[src/rtl/joy_db15_tx.sv]
// joy_db15_tx: emulates the DB15 adapter's 74HC165 chain on the JOY_CLK/JOY_LOAD/JOY_DATA link.
// The two joystick words are loaded in parallel while JOY_LOAD is low. They are shifted out
// LSB first (joystick1[0] first, joystick2[15] last) on rising JOY_CLK edges. The data is
// driven active-low on the wire.
// Optional feature: define JOYDB15_TX_TIMEOUT_EN to abort a frame after TIMEOUT_CYCLES clk_sys
// cycles without a JOY_CLK edge.
module joy_db15_tx #(
    parameter int unsigned SYNC_STAGES    = 2,
    parameter int unsigned FRAME_BITS     = 32,
    parameter int unsigned TIMEOUT_CYCLES = 4800
) (
    input  logic        clk_sys,
    input  logic        reset,
    input  logic [15:0] joystick1,
    input  logic [15:0] joystick2,
    input  logic        JOY_CLK,
    input  logic        JOY_LOAD,
    output logic        JOY_DATA,
    output logic        busy,
    output logic        frame_done,
    output logic [7:0]  frame_cnt
);

    typedef enum logic [1:0] {StIdle, StLoaded, StShift} state_e;

    localparam logic [5:0] LastCnt = 6'(FRAME_BITS - 1);

    if (SYNC_STAGES < 2 || SYNC_STAGES > 4 || FRAME_BITS != 32 || TIMEOUT_CYCLES < 1)
    begin : g_param_check
        $error("joy_db15_tx: illegal parameter value");
    end

    logic [SYNC_STAGES-1:0] r_clk_sync;
    logic [SYNC_STAGES-1:0] r_load_sync;
    logic                   r_clk_hist;
    logic                   w_clk_rise;
    logic                   w_load_n;
    logic                   w_timeout;

    state_e                 r_state;
    logic [5:0]             r_bit_cnt;
    logic [31:0]            r_shreg;
    logic [31:0]            w_shreg_d;
    logic                   r_data;
    logic                   r_busy;
    logic                   r_done;
    logic [7:0]             r_frame_cnt;

    // Synchronise the asynchronous pins; keep one history flop for JOY_CLK edge detection
    always_ff @(posedge clk_sys or posedge reset) begin
        if (reset) begin
            r_clk_sync  <= '0;
            r_load_sync <= '1;
            r_clk_hist  <= 1'b0;
        end else begin
            r_clk_sync  <= {r_clk_sync[SYNC_STAGES-2:0], JOY_CLK};
            r_load_sync <= {r_load_sync[SYNC_STAGES-2:0], JOY_LOAD};
            r_clk_hist  <= r_clk_sync[SYNC_STAGES-1];
        end
    end

    assign w_clk_rise = r_clk_sync[SYNC_STAGES-1] & ~r_clk_hist;
    assign w_load_n   = r_load_sync[SYNC_STAGES-1];

`ifdef JOYDB15_TX_TIMEOUT_EN
    localparam int unsigned IdleW = $clog2(TIMEOUT_CYCLES + 1);

    logic [IdleW-1:0] r_idle_cnt;

    // Count silent cycles while a frame is pending; any edge or load restarts the count
    always_ff @(posedge clk_sys or posedge reset) begin
        if (reset) begin
            r_idle_cnt <= '0;
        end else if (!w_load_n || w_clk_rise || (r_state == StIdle)) begin
            r_idle_cnt <= '0;
        end else begin
            r_idle_cnt <= r_idle_cnt + 1'b1;
        end
    end

    assign w_timeout = w_load_n && !w_clk_rise && (r_state != StIdle) &&
                       (r_idle_cnt == IdleW'(TIMEOUT_CYCLES - 1));
`else
    assign w_timeout = 1'b0;
`endif

    // Next shift-register value: transparent load dominates, then timeout flush, then shift
    always_comb begin
        w_shreg_d = r_shreg;
        if (!w_load_n) begin
            w_shreg_d = ~{joystick2, joystick1};
        end else if (w_timeout) begin
            w_shreg_d = '1;
        end else if (w_clk_rise) begin
            w_shreg_d = {1'b1, r_shreg[31:1]};
        end
    end

    // Frame FSM with registered outputs; JOY_DATA tracks the next shreg[0] to save a cycle
    always_ff @(posedge clk_sys or posedge reset) begin
        if (reset) begin
            r_state     <= StIdle;
            r_bit_cnt   <= '0;
            r_shreg     <= '1;
            r_data      <= 1'b1;
            r_busy      <= 1'b0;
            r_done      <= 1'b0;
            r_frame_cnt <= '0;
        end else begin
            r_shreg <= w_shreg_d;
            r_data  <= w_shreg_d[0];
            r_done  <= 1'b0;
            if (!w_load_n) begin
                r_state   <= StLoaded;
                r_bit_cnt <= '0;
                r_busy    <= 1'b0;
            end else if (w_timeout) begin
                r_state   <= StIdle;
                r_bit_cnt <= '0;
                r_busy    <= 1'b0;
            end else if (w_clk_rise) begin
                case (r_state)
                    StLoaded: begin
                        r_state   <= StShift;
                        r_bit_cnt <= 6'd1;
                        r_busy    <= 1'b1;
                    end
                    StShift: begin
                        if (r_bit_cnt == LastCnt) begin
                            r_state     <= StIdle;
                            r_bit_cnt   <= '0;
                            r_busy      <= 1'b0;
                            r_done      <= 1'b1;
                            r_frame_cnt <= r_frame_cnt + 8'd1;
                        end else begin
                            r_bit_cnt <= r_bit_cnt + 6'd1;
                        end
                    end
                    // Idle edges shift ones through without counting
                    default: ;
                endcase
            end
        end
    end

    assign JOY_DATA   = r_data;
    assign busy       = r_busy;
    assign frame_done = r_done;
    assign frame_cnt  = r_frame_cnt;

endmodule

[config.mk]
export PLATFORM = sky130hd
export DESIGN_NAME = joy_db15_tx
export DESIGN_NICKNAME = d
export VERILOG_FILES = /design/src/rtl/joy_db15_tx.sv
export SDC_FILE = /design/constraint.sdc
export NUM_CORES = 1
export LEC_CHECK = 0
export CORE_UTILIZATION = 56
export DETAILED_ROUTE_END_ITERATION = 8
export DONT_BUFFER_PORTS = 1
export HOLD_SLACK_MARGIN = 0.1
export PLACE_DENSITY = 0.78
export REMOVE_ABC_BUFFERS = 1
export SYNTH_ARGS = -nofsm -noshare
export SYNTH_HDL_FRONTEND = slang
export SYNTH_SLANG_ARGS = --single-unit
[constraint.sdc]
create_clock -name clk_sys -period 1.8 [get_ports clk_sys]
set_clock_uncertainty 0.1 [all_clocks]
set_input_delay 0.54 -clock clk_sys [delete_from_list [all_inputs] [get_ports clk_sys]]
set_output_delay 0.54 -clock clk_sys [all_outputs]
set_load 0.02 [all_outputs]
==> qor_table.md <==
| Quantity | This run | Unit |
|---|---|---|
| Switch share | 0.229 | - |
| Synth unique cells | 34 | - |
| Syn Inst Count | 202 | - |
| Number of buffers added by the clock tree synthesis step | 5 | - |
| CTS tree | done | - |
| Power per standard cell area | 915 | nW/um^2 |
| Maximum count of clock buffers along a single path | 2 | - |
| Reg power frac | 0.564 | - |
| RSZ-0062 raised after global routing | no | - |
| Total gr overflow | 0 | - |
| Leak | 1.29 | nW |
| Cell Rows | 24 | - |
| Share of the clock period used by the worst path | 0.928 | - |
| Ranking of synthesized cells by area | sky130_fd_sc_hd__dfstp_2 (35%), sky130_fd_sc_hd__mux2i_1 (25%), sky130_fd_sc_hd__dfrtp_1 (20%) | - |
| Count of buffer and inverter cells on the critical path | 1 | - |
| Max_cap viols | 0 | - |
| Library cell with the highest instance count after synthesis | sky130_fd_sc_hd__mux2i_1 | - |
| Area delta synth->final | 9.24 | % |
| GPL Wtd Cong | 0.912 | - |
| Post-detailed-routing wire length | 4.48 | mm |
| Via count of the first global-routing pass | 1664 | - |
| Headroom to the max-slew limit | 0.648 | - |
| Overall track demand over capacity in global routing | 0.201 | - |
| Y dimension of the die | 69.6 | um |
| Root Driver | sky130_fd_sc_hd__clkbuf_8 | - |
| Detail Route Antenna Nets | 0 | - |
| Core region area | 4380 | um^2 |
| Category of cells accounting for the largest share of critical-path delay | flip-flops | - |
| Worst stage delay on the critical path | 0.52 | ns |
| Cell accounting for the most synthesized area | sky130_fd_sc_hd__dfstp_2 | - |
| Sort of element at the start of the critical path | register | - |
| PnR worst setup slack | 0.129 | ns |
| Post-cts sizing count | 0 | - |
| Type of the setup path with the least slack | reg2out | - |
| Fraction of post-synthesis cell area in the top cell type by area | 0.349 | - |
| Total iterations of the first detailed-routing run | 4 | - |
| Cell with the biggest individual delay on the critical path | sky130_fd_sc_hd__dfrtp_1 | - |
| Total die area | 4850 | um^2 |
| Worst hold-check path type | in2reg | - |
| DP Wirelength | 3.09 | mm |
| Reg2Reg Setup Slack | 0.13 | ns |
| Cells along the critical path | buf_4 | - |
| Logic gate share of total power | 0.112 | - |
| Synth Flop Type | sky130_fd_sc_hd__dfstp_2 | - |
| H-tree level count | 2 | - |
| Maximum ir drop on the vdd rail | 673 | uV |
| Post-layout minimum cycle time | 1.67 | ns |
| Final routed wire length divided by cell count | 17.2 | um |
| Antenna violations before repair | 0 | - |
| NetSw | 0.586 | mW |
| Number of synthesized flops with an enable pin | 0 | - |
| Cell types with the highest counts after synthesis | sky130_fd_sc_hd__mux2i_1 (63), sky130_fd_sc_hd__dfstp_2 (34), sky130_fd_sc_hd__dfrtp_1 (20) | - |
| Final-report max-slew violation count | 0 | - |
| Internal Dissipation | 1.97 | mW |
| Final antenna diode count | 0 | - |
| Floorplan die width | 69.6 | um |
| DRC violations left | 0 | - |
| Clock Latency Late Sink | 0.31 | ns |
| Number of setup violations in the final report | 0 | - |
| Netlist Area Pre-Place | 2560 | um^2 |
| Clk sinks | 54 | - |
| First-pass GRT wire length | 7.57 | mm |
| Detailed-route via count | 1548 | - |
| Post-synthesis area per instance | 12.7 | um^2 |
| Number of storage elements in the synthesis netlist | 54 | - |
| Port buffer count | 0 | - |
| Required time at the worst-slack endpoint | 1.16 | ns |
| Fraction of final layout cells with drive strength greater than 1 | 0.264 | - |
| Number of vias per cell | 5.95 | - |
| Result of the run | finished clean | - |
| DRC violation total after the first TritonRoute iteration | 87 | - |
| Initial core utilization | 0.584 | - |
| Nets | 245 | - |
| Total of warnings raised by yosys | 0 | - |
| Post-Place Worst Slack | 0.153 | ns |
| Tightest Pin Transition | 0.528 | ns |
| Clock transition time at the flip-flop clock pins of the worst setup and hold paths | 0.10 | ns |
| Power share of the clock group | 0.324 | - |
| FFs w/ async S/R, synth | 1.00 | - |
| Final hold violations | 0 | - |
| Biggest fanout along the worst timing path | 7 | - |
| CP endpoint kind | output port | - |
| Endpoint arrival time on the critical path | 1.03 | ns |
| Setup_tns | 0 | ns |
| Maximum number of pins on one net before global-route repair | 55 | - |
| Num ports | 47 | - |
| Sequential element share of the synthesized area | 0.544 | - |
| FMAX | 0.599 | GHz |
-- cell type report --
| class | count | area, um^2 |
|---|---|---|
| clock buffer | 7 | 86.3 |
| multi-input combinational | 131 | 1090 |
| inverter | 3 | 11.3 |
| fill | 337 | 1590 |
| tap | 52 | 65.1 |
| timing repair buffer | 12 | 118 |
| clock inverter | 1 | 30.0 |
| sequential | 54 | 1390 |
-- cell families after synthesis --
family / after synthesis / share of synthesized area
buf+inv: 17 / 0.0288
fa+ha+maj: 2 / 0.00977
flops: 54 / 0.544
mux: 64 / 0.251
xor+xnor: 8 / 0.0274
simple gates: 34 / 0.0811
compound gates: 23 / 0.0577
-- repair_timing --
action                                 CTS  global route
endpoints found under the hold margin   20             0
setup endpoints to repair                0             0
setup buffers                            0             0
hold buffers                             1             0
-- flip-flops by register name, indices dropped and copies added, names as in the netlist --
| name | flops |
|---|---|
| r_clk_hist | 1 |
| r_bit_cnt | 6 |
| r_clk_sync | 2 |
| r_shreg | 32 |
| busy | 1 |
| r_state | 1 |
| r_load_sync | 2 |
| frame_cnt | 8 |
| frame_done | 1 |
-- metal layers --
metal / share of wire / vias up / track usage
met2: 0.50 / 44 / 0.337
met5: 0 / - / 0
met1: 0.42 / 762 / 0.238
met3: 0.067 / 6 / 0.0698
li1: - / 736 / -
met4: 0.014 / 0 / 0.0778
-- power by group through the flow --
stage / clock network [mW] / registers [mW] / logic, mW
3_5_place_dp: 0 / 1.47 / 0.286
6_report: 0.830 / 1.44 / 0.286
5_1_grt: 0.882 / 1.46 / 0.320
4_1_cts: 0.842 / 1.45 / 0.291
3_3_place_gp: 0 / 1.46 / 0.270
2_1_floorplan: 0 / 1.47 / 0.200
-- stage by stage --
step	total power [mW]	std cells	util	hold slack, ns	instance area (um^2)
final	2.56	260	0.638	0.126	2800
after global routing	2.66	260	0.638	0.107	2800
after CTS	2.58	260	0.638	0.118	2800
after detailed placement	1.75	251	0.609	0.237	2670
after global placement	1.73	251	0.609	0.244	2670
after floorplan	1.67	188	-	0.231	2500
-- layout by cell type (no fill, tap or decap), types with 2 or more instances in the layout --
cell,netlist,layout
sky130_fd_sc_hd__nand3_1,2,2
sky130_fd_sc_hd__xor2_1,2,2
sky130_fd_sc_hd__buf_12,0,2
sky130_fd_sc_hd__nor2_1,4,4
sky130_fd_sc_hd__a21boi_1,4,4
sky130_fd_sc_hd__or4_1,2,2
sky130_fd_sc_hd__inv_1,3,2
sky130_fd_sc_hd__o21a_1,2,2
sky130_fd_sc_hd__mux2i_1,63,63
sky130_fd_sc_hd__dfstp_2,34,34
sky130_fd_sc_hd__a21oi_1,5,5
sky130_fd_sc_hd__nand4_1,5,5
sky130_fd_sc_hd__xnor2_1,6,6
sky130_fd_sc_hd__o21ai_1,6,6
sky130_fd_sc_hd__dfrtp_1,20,20
sky130_fd_sc_hd__nand2b_1,5,5
sky130_fd_sc_hd__nand2_1,7,7
sky130_fd_sc_hd__ha_1,2,2
sky130_fd_sc_hd__o31ai_1,2,2
sky130_fd_sc_hd__clkbuf_8,0,6
sky130_fd_sc_hd__buf_4,0,9
-- worst paths after layout --
path                                startpoint             end  cells after the start
worst min-delay path                  JOY_LOAD  r_load_sync[0]                      0
worst max register to register    r_bit_cnt[0]    frame_cnt[1]                      5
max in group asynchronous                reset     r_shreg[20]                      3
worst max-delay path                      busy            busy                      1
min in group asynchronous                reset    r_bit_cnt[2]                      3
worst min register to register  r_load_sync[0]  r_load_sync[1]                      0
(Power assumes the default switching activity.)
